**config.mk**
```make
export PLATFORM = sky130hd
export DESIGN_NAME = sign_narrower
export DESIGN_NICKNAME = d
export VERILOG_FILES = /design/src/rtl/sign_narrower.sv
export SDC_FILE = /design/constraint.sdc
export NUM_CORES = 1
export LEC_CHECK = 0
export CAP_MARGIN = 20
export CORE_MARGIN = 5
export CORE_UTILIZATION = 40
export DETAILED_ROUTE_END_ITERATION = 12
export PLACE_DENSITY = 0.7
export SYNTH_ARGS = -nofsm -noshare
export SYNTH_HDL_FRONTEND = slang
export SYNTH_SLANG_ARGS = --single-unit
```
**constraint.sdc**
```tcl
create_clock -name clk -period 2.5 [get_ports clk]
set_input_delay 0.5 -clock clk [delete_from_list [all_inputs] [get_ports clk]]
set_output_delay 0.5 -clock clk [all_outputs]
set_load 0.01 [all_outputs]
```
**src/rtl/sign_narrower.sv**
```systemverilog
// Narrows signed IN_WIDTH words to OUT_WIDTH fields and queues them in a 2-entry buffer.
// Non-fitting values saturate by default; define SIGN_NARROWER_WRAP_EN to truncate instead.
module sign_narrower #(
  parameter int IN_WIDTH  = 32,
  parameter int OUT_WIDTH = 13,
  parameter int CNT_WIDTH = 8
) (
  input  logic                 clk,
  input  logic                 rst,
  input  logic                 in_valid,
  output logic                 in_ready,
  input  logic [IN_WIDTH-1:0]  in_data,
  output logic                 out_valid,
  input  logic                 out_ready,
  output logic [OUT_WIDTH-1:0] out_data,
  output logic                 out_ovf,
  output logic [CNT_WIDTH-1:0] ovf_count,
  output logic                 sticky_ovf,
  input  logic                 clr_ovf
);

  typedef enum logic [1:0] {EMPTY, ONE, TWO} state_t;

  localparam logic [OUT_WIDTH-1:0] SAT_MAX = {1'b0, {(OUT_WIDTH-1){1'b1}}};
  localparam logic [OUT_WIDTH-1:0] SAT_MIN = {1'b1, {(OUT_WIDTH-1){1'b0}}};
  localparam logic [CNT_WIDTH-1:0] CNT_MAX = '1;
  localparam logic [CNT_WIDTH-1:0] CNT_ONE = {{(CNT_WIDTH-1){1'b0}}, 1'b1};

  state_t                 state;
  logic [OUT_WIDTH-1:0]   head_data, tail_data;
  logic                   head_ovf, tail_ovf;
  logic [IN_WIDTH-OUT_WIDTH:0] top_bits;
  logic                   fits;
  logic [OUT_WIDTH-1:0]   new_data;
  logic                   new_ovf;
  logic                   push, pop;

  // The value is representable when every bit from the output sign bit upward is a copy of the sign.
  always_comb begin
    top_bits = in_data[IN_WIDTH-1:OUT_WIDTH-1];
    fits     = (&top_bits) | ~(|top_bits);
    new_ovf  = ~fits;
    new_data = in_data[OUT_WIDTH-1:0];
`ifndef SIGN_NARROWER_WRAP_EN
    if (!fits) begin
      new_data = in_data[IN_WIDTH-1] ? SAT_MIN : SAT_MAX;
    end
`endif
  end

  assign in_ready  = (state != TWO);
  assign out_valid = (state != EMPTY);
  assign out_data  = head_data;
  assign out_ovf   = head_ovf;
  assign push      = in_valid && in_ready;
  assign pop       = out_valid && out_ready;

  // The head register is zeroed whenever the queue drains so outputs read 0 while empty.
  always_ff @(posedge clk or posedge rst) begin
    if (rst) begin
      state     <= EMPTY;
      head_data <= '0;
      head_ovf  <= 1'b0;
      tail_data <= '0;
      tail_ovf  <= 1'b0;
    end else begin
      case (state)
        EMPTY: begin
          if (push) begin
            head_data <= new_data;
            head_ovf  <= new_ovf;
            state     <= ONE;
          end
        end
        ONE: begin
          if (push && pop) begin
            head_data <= new_data;
            head_ovf  <= new_ovf;
          end else if (push) begin
            tail_data <= new_data;
            tail_ovf  <= new_ovf;
            state     <= TWO;
          end else if (pop) begin
            head_data <= '0;
            head_ovf  <= 1'b0;
            state     <= EMPTY;
          end
        end
        TWO: begin
          if (pop) begin
            head_data <= tail_data;
            head_ovf  <= tail_ovf;
            tail_data <= '0;
            tail_ovf  <= 1'b0;
            state     <= ONE;
          end
        end
        default: begin
          state <= EMPTY;
        end
      endcase
    end
  end

  // A clear takes effect before a coincident overflow event, so that event is still counted.
  always_ff @(posedge clk or posedge rst) begin
    if (rst) begin
      ovf_count  <= '0;
      sticky_ovf <= 1'b0;
    end else if (clr_ovf) begin
      ovf_count  <= (push && new_ovf) ? CNT_ONE : '0;
      sticky_ovf <= push && new_ovf;
    end else if (push && new_ovf) begin
      sticky_ovf <= 1'b1;
      if (ovf_count != CNT_MAX) begin
        ovf_count <= ovf_count + CNT_ONE;
      end
    end
  end

endmodule

```
# == Yosys cells after proc, flatten, opt, wreduce, memory -nomap -nowiden ==
# Cells that the tools add are included.
# totals
regBits,39
output_inout_bits,25
wordCells,68
inputBits,37
# op_classes
reduce_logical,16
eq_ne,11
n_addsub,1
mux,30
n_bitwise,3
# op_table
operator,count
13-bit 2-to-1 mux,8
13-bit one-hot mux with 3 select lines,1
13-bit one-hot mux with 2 select lines,1
8-bit 2-to-1 mux,3
20-bit AND reduction,1
20-bit OR reduction,1
2-bit 2-to-1 mux,5
"2-bit != test, second input constant",5
1-bit 2-to-1 mux,9
"3-bit != test, second input constant",3
"8-bit by 1-bit adder with 8-bit output, second input constant",1
"8-bit != test, second input constant",1
4-bit AND reduction,2
2-bit nonzero test,4
2-bit one-hot mux with 3 select lines,1
5-bit AND reduction,1
1-bit logical AND,4
1-bit one-hot mux with 3 select lines,1
3-bit nonzero test,1
"2-bit by 1-bit equality test with 1-bit output, second input constant",1
"2-bit equality test, second input constant",1
2-bit zero test,1
1-bit NOT,2
1-bit one-hot mux with 2 select lines,1
other kinds (2),2

# == Depth between registers and ports, before layout ==
# Gate-level depths: netlist of run 1.
# logic_depth
ltp_word,7
ltp_mapped,8
mapped_depth_nobuf,7

# == Least setup slack after synthesis of run 1 ==
# No wires, ideal clock.
# synth_path
path_type,register to register
from,reg state[0]
to,reg head_data[8] (netlist: out_data[8])
path_slack_ns,0.643
setup_ns,0.077
path_stages_with_launch,9
period_less_slack_ns,1.857
t_required_ns,2.423
arrival_ns,1.780
path_cell_list,dfrtp_1 > inv_1 > ha_1 > nand3b_1 > or2_1 > and2_1 > o31a_1 > buf_6 > a21oi_1
# synth_via
elab_chain_len,5
# synth_lines
element,line,text
from (decl),29,state_t state;
from (signal assigned),61,state <= EMPTY;
from (signal assigned),72,state <= ONE;
from (signal assigned),82,state <= TWO;
2-bit != test or 2-bit nonzero test (tied branches),"51, 52",
"1-bit logical AND, on equally long branches","55, 56",
1-bit logical AND,76,if (push && pop) begin
3-bit != test (no source line) or 13-bit 2-to-1 mux (tied branches),-,
5-bit AND reduction (no source line) or 13-bit one-hot mux with 3 select lines (tied branches),-,
to (signal assigned),70,head_data <= new_data;
to (signal assigned),77,head_data <= new_data;
to (signal assigned),91,head_data <= tail_data;
to (decl),30,"logic [OUT_WIDTH-1:0] head_data, tail_data;"
# Parallel ways exist; a longest one is shown, timed or not.
# A chain may end at the register's enable or synchronous reset.

# == Worst setup path in the final report of run 1 ==
# layout_path
from,reg state[0]
to,out in_ready
# layout_via
elab_chain_len,1
# layout_lines
element,line,text
2-bit != test,51,assign in_ready = (state != TWO);
to (decl),11,"output logic in_ready,"
# No other way between the ends.

==> results of run 1 <==
==> kinds of logic after synthesis <==
kind of cell	Yosys count	share of synthesized area, %
XOR/XNOR	1	0.425
adder cells (fa/ha/maj)	5	3.03
buffers and inverters	21	5.21
flip-flops	39	47.3
AO/OA/AOI/OAI	55	20.5
AND/OR/NAND/NOR	82	19.3
multiplexers	8	4.18
==> sequential cells by signal (all words and copies together), names as in the netlist <==
register / count
out_data: 13
out_ovf: 1
ovf_count: 8
state: 2
sticky_ovf: 1
tail_data: 13
tail_ovf: 1
==> routing by layer <==
layer | vias up | wire [µm] | share of wire [%] | GRT usage, %
met5 | - | 0 | 0 | 0
met4 | 0 | 72 | 1.4 | 5.32
met3 | 6 | 332 | 6.4 | 4.28
met2 | 47 | 2530 | 49 | 27.7
met1 | 913 | 2260 | 44 | 20.0
li1 | 924 | - | - | -
==> cell usage in the layout (no fill, tap or decap), drive strengths merged, types with 2 or more instances in the layout <==
| cell type | netlist | final |
|---|---|---|
| a21oi | 14 | 14 |
| a32oi | 22 | 22 |
| and2 | 2 | 2 |
| buf | 8 | 13 |
| clkbuf | 4 | 7 |
| clkdlybuf4s50 | 0 | 61 |
| dfrtp | 39 | 39 |
| ha | 5 | 5 |
| inv | 9 | 9 |
| mux2 | 5 | 5 |
| mux2i | 3 | 3 |
| nand2 | 23 | 23 |
| nand2b | 5 | 5 |
| nand3 | 4 | 4 |
| nand3b | 2 | 2 |
| nand4 | 6 | 6 |
| nor2 | 21 | 21 |
| nor2b | 5 | 5 |
| nor3 | 4 | 4 |
| nor4 | 8 | 8 |
| o21ai | 4 | 4 |
| o31a | 2 | 2 |
| o31ai | 3 | 3 |
==> critical path: stages, from the launching register on <==
cell             delay (ns)
dfrtp_1                0.38
inv_1                  0.09
ha_1                   0.27
inv_1                  0.16
clkdlybuf4s50_1        0.56
==> cell type report <==
type	count	area share [%]
clock inverter	1	0.260
clock buffer	7	3.33
timing repair buffer	74	24.5
tap	70	3.03
multi-input combinational	151	33.9
sequential	39	33.8
inverter	9	1.17
==> path summary, 6_finish.rpt <==
check,startpoint,end,slack (ns),cells past startpoint
hold / removal,tail_data[6],tail_data[6],0.49,2
min in group asynchronous,rst,out_data[8],0.61,3
max in group asynchronous,rst,out_ovf,1.53,3
hold reg to reg,tail_data[6],tail_data[6],0.49,2
setup / recovery,state[0],in_ready,0.24,4
setup reg to reg,state[0],tail_data[2],0.35,6
==> stage by stage <==
step	area, µm²	power, mW	instances
finish	2890	2.85	351
global route	2890	3.06	351
CTS	2890	2.87	351
detailed placement	2790	2.39	343
global placement	2790	2.36	343
floorplan	2060	1.77	211
==> report_power, final <==
group          internal, mW  leakage (nW)  switching, mW  total [mW]
registers             0.892         0.480          0.148        1.04
clock network         0.251        0.0505          0.227       0.478
logic                 0.655         0.653          0.673        1.33
total                  1.80          1.18           1.05        2.85
==> impl_metrics.csv, run 1 <==
group,metric,value,unit
route,vias_per_cell,5.38,
clock_network,clock_latency,0.29,ns
timing,finalSetupViolations,0,
yosys,syn_area_per_cell,9.78,µm²
finish,drive_gt1_share,10.3,%
finish,syn_to_final_growth,40.0,%
placed_design,place_ws,0.0793,ns
finish,fillers,492,
clock_network,path_clk_slew,0.07,ns
timing,slew_viol_final,0,
yosys,async_flop_share,100,%
floorplanning,rows,26,
placed_design,gp_congestion,0.768,
floorplanning,initial_core_util,40.7,%
pwr,ir_worst_vdd,0.391,mV
clock_network,postCtsResizedCells,0,
route,totalWireLength,5.20,mm
global_route,track_usage,16.3,%
yosys,synth_top_area_share,47.3,%
route,wl_per_cell,14.8,µm
route,first_pass_iters,4,
timing,rsz0062_at_grt,"no",
floorplanning,ios,62,
run,cap_viol_max_count,0,
yosys,netlist_area,2060,µm²
yosys,yosys_warnings,0,
setup_path,crit_type,"reg2out",
timing,layout_min_cycle_time,2.26,ns
setup_path,worstPathMaxFanout,6,
yosys,synth_flop_cell,"dfrtp_1",
clock_network,cts-root-buf,"clkbuf_8",
route,first_iter_violations,116,
clock_network,htree_levels,2,
route,drtAntennaViolNets,0,
pwr,power_leakage,1.18,nW
yosys,yosysMostFrequentCell,"dfrtp_1",
yosys,ys_seq_area_share,47.3,%
yosys,postSynthCellCount,211,
timing,finClkSkew,0.00836,ns
timing,fmax,0.443,GHz
min_path,hp-class,"reg2reg",
setup_path,critPathArrivalTime,1.76,ns
finish,fin_util,56.9,%
global_route,grt.overflow.total,0,
yosys,synth_cell_types,37,
placed_design,dp_hpwl,3.73,mm
clock_network,cts_buffers,5,
clock_network,post_cts_buffers,0,
clock_network,clock-sinks,39,
global_route,grt_pass1_wl,8.51,mm
timing,worst_pin_slew,0.779,ns
clock_network,cts_buffer_depth,2,
finish,seq_area,976,µm²
finish,num_antenna_cells,0,
timing,post-route-period-util,90.2,%
setup_path,start_kind,"flop",
global_route,grt_max_degree,40,
timing,tns,0,ns
yosys,synth-seq-cells,39,
yosys,synth.area.top_cells,"dfrtp_1 (47%), a32oi_1 (9.3%), nand2_1 (4.2%)",
floorplanning,die-area,6690,µm²
timing,whs,0.486,ns
timing,max-slew-margin-rel,48.0,%
floorplanning,coreArea,5070,µm²
floorplanning,fp.dieH,81.8,µm
finish,multi_input_area,980,µm²
clock_network,postCtsHoldBufs,0,
yosys,yosysTopAreaCell,"dfrtp_1",
route,drcViolationCount,0,
setup_path,cp-end-kind,"output port",
status,status,"finished, final reports clean",
placed_design,portBuffers,61,
yosys,synth-edff-count,0,
timing,worst_slack,0.245,ns
timing,hold_viol,0,
setup_path,required,2.00,ns
pwr,p_per_area,985,nW/µm²
yosys,yosys-top-cells-count,"dfrtp_1 (39), nand2_1 (23), a32oi_1 (22), nor2_1 (21), a21oi_1 (14)",
floorplanning,dieWidth,81.8,µm
finish,final_nets,322,
route,num_vias,1890,
global_route,grt_pass1_vias,1916,
yosys,syn-num-nets,253,
global_route,antenna_found_initial,0,
clock_network,cts_tree,"yes",
(Power assumes the default switching activity.)
==> run 2: changes to the inputs <==
--- a/config.mk
+++ b/config.mk
@@ -7,9 +7,10 @@
 export LEC_CHECK = 0
 export CAP_MARGIN = 20
 export CORE_MARGIN = 5
-export CORE_UTILIZATION = 40
+export CORE_UTILIZATION = 49
+export CTS_BUF_LIST = sky130_fd_sc_hd__clkbuf_2
 export DETAILED_ROUTE_END_ITERATION = 12
-export PLACE_DENSITY = 0.7
+export PLACE_DENSITY = 0.83
 export SYNTH_ARGS = -nofsm -noshare
 export SYNTH_HDL_FRONTEND = slang
 export SYNTH_SLANG_ARGS = --single-unit
==> impl_metrics.csv, run 2 (same netlist as run 1, synthesis figures left out) <==
group,metric,value,unit
timing,rsz0062_at_grt,"no",
clock_network,clock_latency,0.40,ns
timing,layout_min_cycle_time,2.36,ns
clock_network,cts_buffer_depth,2,
global_route,grt_max_degree,40,
finish,fillers,339,
clock_network,clock-sinks,39,
setup_path,start_kind,"flop",
route,num_vias,1958,
pwr,power_leakage,1.15,nW
timing,finClkSkew,0.0101,ns
global_route,grt_pass1_vias,1911,
setup_path,crit_type,"reg2out",
finish,num_antenna_cells,0,
setup_path,critPathArrivalTime,1.86,ns
route,dr_wl_met3,347,µm
min_path,hp-class,"in2async",
finish,fin_util,69.6,%
clock_network,post_cts_buffers,0,
route,wl_per_cell,16.1,µm
pwr,ir_worst_vdd,0.364,mV
clock_network,postCtsHoldBufs,0,
clock_network,htree_levels,2,
floorplanning,dieWidth,74.9,µm
route,met2_length,2.74,mm
timing,post-route-period-util,94.4,%
timing,max-slew-margin-rel,49.7,%
global_route,track_usage,20.4,%
floorplanning,coreArea,4030,µm²
route,met1Wirelength,2.10,mm
setup_path,r2r_setup_slack,0.24,ns
floorplanning,initial_core_util,51.2,%
clock_network,postCtsResizedCells,0,
timing,finalSetupViolations,0,
status,status,"finished, final reports clean",
placed_design,portBuffers,61,
route,totalWireLength,5.30,mm
route,first_pass_iters,4,
placed_design,dp_hpwl,3.96,mm
global_route,antenna_found_initial,0,
pwr,finalPower,2.66,mW
floorplanning,die-area,5610,µm²
route,first_iter_violations,165,
finish,final_nets,320,
pwr,p_per_area,950,nW/µm²
route,drtAntennaViolNets,0,
placed_design,gp_congestion,0.824,
timing,fmax,0.424,GHz
timing,worst_pin_slew,0.754,ns
finish,layout_commonest_cell,"clkdlybuf4s50_1",
timing,hold_viol,0,
timing,tns,0,ns
finish,drive_gt1_share,10.0,%
setup_path,required,2.00,ns
clock_network,cts-root-buf,"clkbuf_2",
clock_network,cts_buffers,5,
finish,syn_to_final_growth,35.8,%
global_route,grt.overflow.total,0,
route,drcViolationCount,0,
floorplanning,fp.dieH,74.9,µm
finish,layout_common_cells,"clkdlybuf4s50_1 (61), dfrtp_1 (39), nand2_1 (23)",
clock_network,path_clk_slew,0.21,ns
route,vias_per_cell,5.95,
floorplanning,rows,23,
timing,slew_viol_final,0,
run,cap_viol_max_count,0,
global_route,grt_pass1_wl,8.76,mm
setup_path,cp-end-kind,"output port",
clock_network,cts_tree,"yes",
route,top_layer_used,"met4",
floorplanning,ios,62,
setup_path,worstPathMaxFanout,6,
## run 2: layout make-up
| type | instances | area (µm²) | share of cell area [%] |
|---|---|---|---|
| flip-flops and latches | 39 | 976 | 34.8 |
| well taps | 50 | 62.6 | 2.23 |
| inverters | 9 | 33.8 | 1.21 |
| repair buffers | 72 | 706 | 25.2 |
| clock buffers | 5 | 25.0 | 0.893 |
| multi-input cells | 151 | 980 | 35.0 |
| clock inverters | 3 | 20.0 | 0.714 |
## run 2: metal layers
| layer | vias up | global-route usage, % |
|---|---|---|
| met5 | - | 0 |
| met4 | 0 | 8.89 |
| met3 | 13 | 3.87 |
| met2 | 84 | 36.2 |
| met1 | 941 | 23.9 |
| li1 | 920 | - |
## run 2: path summary, 6_finish.rpt
check / startpoint / to / cells past startpoint
setup reg to reg: state[0] / tail_data[2] / 8
min in group clk: tail_data[6] / tail_data[6] / 2
hold reg to reg: tail_data[6] / tail_data[6] / 2
hold / removal: rst / ovf_count[1] / 3
max in group asynchronous: rst / tail_data[1] / 3
setup / recovery: state[0] / in_ready / 4
## run 2: per-stage QoR
step / hold slack, ns / area, µm² / setup WS (ns) / instances
2_1_floorplan: 0.448 / 2060 / 0.643 / 211
3_3_place_gp: 0.461 / 2760 / 0.179 / 321
3_5_place_dp: 0.481 / 2760 / 0.0864 / 321
4_1_cts: 0.486 / 2800 / 0.0769 / 329
5_1_grt: 0.491 / 2800 / 0.00133 / 329
6_report: 0.475 / 2800 / 0.140 / 329
## run 2: critical path, stage by stage (launching register included)
cell and delay (ns):
dfrtp_1 0.43, inv_1 0.09, ha_1 0.28, inv_2 0.12, clkdlybuf4s50_1 0.54
## run 2: report_power, final
part	total (mW)	internal, mW	switching (mW)
clock	0.289	0.0662	0.222
combinational	1.34	0.649	0.687
sequential	1.04	0.888	0.150
==> run 3: changes to the inputs <==
--- a/config.mk
+++ b/config.mk
@@ -7,10 +7,11 @@
 export LEC_CHECK = 0
 export CAP_MARGIN = 20
 export CORE_MARGIN = 5
-export CORE_UTILIZATION = 49
+export CORE_UTILIZATION = 50
 export CTS_BUF_LIST = sky130_fd_sc_hd__clkbuf_2
 export DETAILED_ROUTE_END_ITERATION = 12
-export PLACE_DENSITY = 0.83
+export DONT_BUFFER_PORTS = 1
+export PLACE_DENSITY = 0.65
 export SYNTH_ARGS = -nofsm -noshare
 export SYNTH_HDL_FRONTEND = slang
 export SYNTH_SLANG_ARGS = --single-unit
==> impl_metrics.csv, run 3 (same netlist as run 1, synthesis figures left out) <==
group,metric,value,unit
floorplanning,dieWidth,74.2,µm
timing,hold_viol,0,
clock_network,clock-sinks,39,
setup_path,setup.worst_path.start,"state[0]",
clock_network,postCtsResizedCells,0,
placed_design,dp_hpwl,3.53,mm
clock_network,cts_buffer_depth,2,
global_route,track_usage,19.2,%
clock_network,path_clk_slew,0.21,ns
timing,whs,0.0590,ns
global_route,busiest_layer,"met2",
global_route,gr-usage-met1,22.4,%
finish,final_nets,254,
min_path,hp-class,"in2async",
setup_path,critPathArrivalTime,2.42,ns
timing,finClkSkew,0.0238,ns
route,drcViolationCount,0,
route,num_vias,1656,
timing,worst_pin_slew,0.844,ns
clock_network,cts_buffers,5,
setup_path,worstPathMaxFanout,11,
finish,layout_commonest_cell,"dfrtp_1",
finish,fin_util,54.0,%
timing,rsz0062_at_grt,"no",
floorplanning,rows,23,
run,cap_viol_max_count,0,
clock_network,htree_levels,2,
global_route,grt_use_met2,32.7,%
setup_path,required,2.79,ns
setup_path,crit_type,"reg2reg",
finish,num_antenna_cells,0,
clock_network,postCtsHoldBufs,0,
pwr,p_per_area,1100,nW/µm²
floorplanning,die-area,5510,µm²
global_route,met3_usage,6.89,%
route,first_pass_iters,4,
route,drtAntennaViolNets,0,
status,status,"finished, final reports clean",
pwr,ir_worst_vdd,0.396,mV
clock_network,cts_tree,"yes",
timing,layout_min_cycle_time,2.13,ns
timing,slew_viol_final,0,
global_route,grt_pass1_vias,1749,
clock_network,clock_latency,0.40,ns
floorplanning,initial_core_util,51.6,%
placed_design,gp_congestion,0.823,
timing,finalSetupViolations,0,
global_route,grt.overflow.total,0,
finish,drive_gt1_share,9.86,%
clock_network,cts-root-buf,"clkbuf_2",
setup_path,rr_endpoint,"out_data[10]",
route,wl_per_cell,18.6,µm
finish,syn_to_final_growth,4.73,%
global_route,grt_pass1_wl,8.16,mm
route,vias_per_cell,6.30,
setup_path,r2r_setup_slack,0.37,ns
floorplanning,fp.dieH,74.2,µm
floorplanning,ios,62,
timing,tns,0,ns
finish,fillers,372,
global_route,antenna_found_initial,0,
setup_path,rr_startpoint,"state[0]",
pwr,power_leakage,0.903,nW
timing,post-route-period-util,85.3,%
finish,final_area,2160,µm²
setup_path,crit_end,"out_data[10]",
setup_path,start_kind,"flop",
setup_path,reg2reg_depth,7,
placed_design,portBuffers,0,
route,totalWireLength,4.89,mm
clock_network,post_cts_buffers,0,
floorplanning,coreArea,4000,µm²
placed_design,dpl-instance-area,2100,µm²
finish,layout_common_cells,"dfrtp_1 (39), nand2_1 (23), a32oi_1 (22)",
timing,max-slew-margin-rel,43.7,%
route,first_iter_violations,148,
timing,fmax,0.469,GHz
global_route,grt_max_degree,40,
setup_path,cp-end-kind,"flop",
run 3: changes by cell type in the layout (fill, tap and decap cells not counted):
cell,previous run,this run
clkdlybuf4s50_1,61,0
inv_1,8,9
inv_2,1,0
clkinvlp_4,2,0
bufinv_16,0,1
buf_12,1,0
clkinv_1,0,1
buf_4,10,6
run 3: worst min path at each step:
stage                       startpoint            end  slack (ns)  cells past startpoint
after floorplan           tail_data[6]   tail_data[6]        0.45                      2
final                              rst   tail_data[2]        0.06                      2
after detailed placement      tail_ovf       tail_ovf        0.48                      2
after global routing               rst  tail_data[10]        0.08                      2
after global placement    tail_data[5]   tail_data[5]        0.47                      2
after CTS                          rst  tail_data[10]        0.08                      2
run 3: power breakdown:
group	internal, mW	switching, mW	total, mW
Clock	0.164	0.215	0.379
Sequential	0.889	0.244	1.13
Combinational	0.329	0.534	0.863
Total	1.38	0.993	2.38
run 3: critical path, stage by stage, from the launching register on:
cell and delay (ns):
dfrtp_1 0.42, inv_1 0.09, ha_1 0.26, nor2_1 0.20, mux2i_1 0.26, buf_4 0.21
o31a_1 0.47, a21oi_1 0.14
run 3: final cells by class:
cell class                      instances  area (µm²)  area share, %
Inverter                                9        33.8           1.56
Clock inverter                          3        38.8           1.80
Tap cell                               50        62.6           2.90
Sequential cell                        39         976           45.2
Clock buffer                            5        25.0           1.16
Timing Repair Buffer                    6        45.0           2.08
Multi-Input combinational cell        151         980           45.3
run 3: stage by stage:
| stage | total power, mW | setup WS, ns | instances |
|---|---|---|---|
| after floorplan | 1.77 | 0.643 | 211 |
| after global placement | 1.95 | 0.509 | 255 |
| after detailed placement | 2.02 | 0.392 | 255 |
| after CTS | 2.39 | 0.368 | 263 |
| after global routing | 2.57 | 0.163 | 263 |
| final | 2.38 | 0.367 | 263 |
run 3: per-layer routing:
| metal | wire (µm) | vias up |
|---|---|---|
| met2 | 2410 | 66 |
| met1 | 1960 | 795 |
| met5 | 0 | - |
| met3 | 450 | 7 |
| met4 | 70 | 0 |
| li1 | - | 788 |
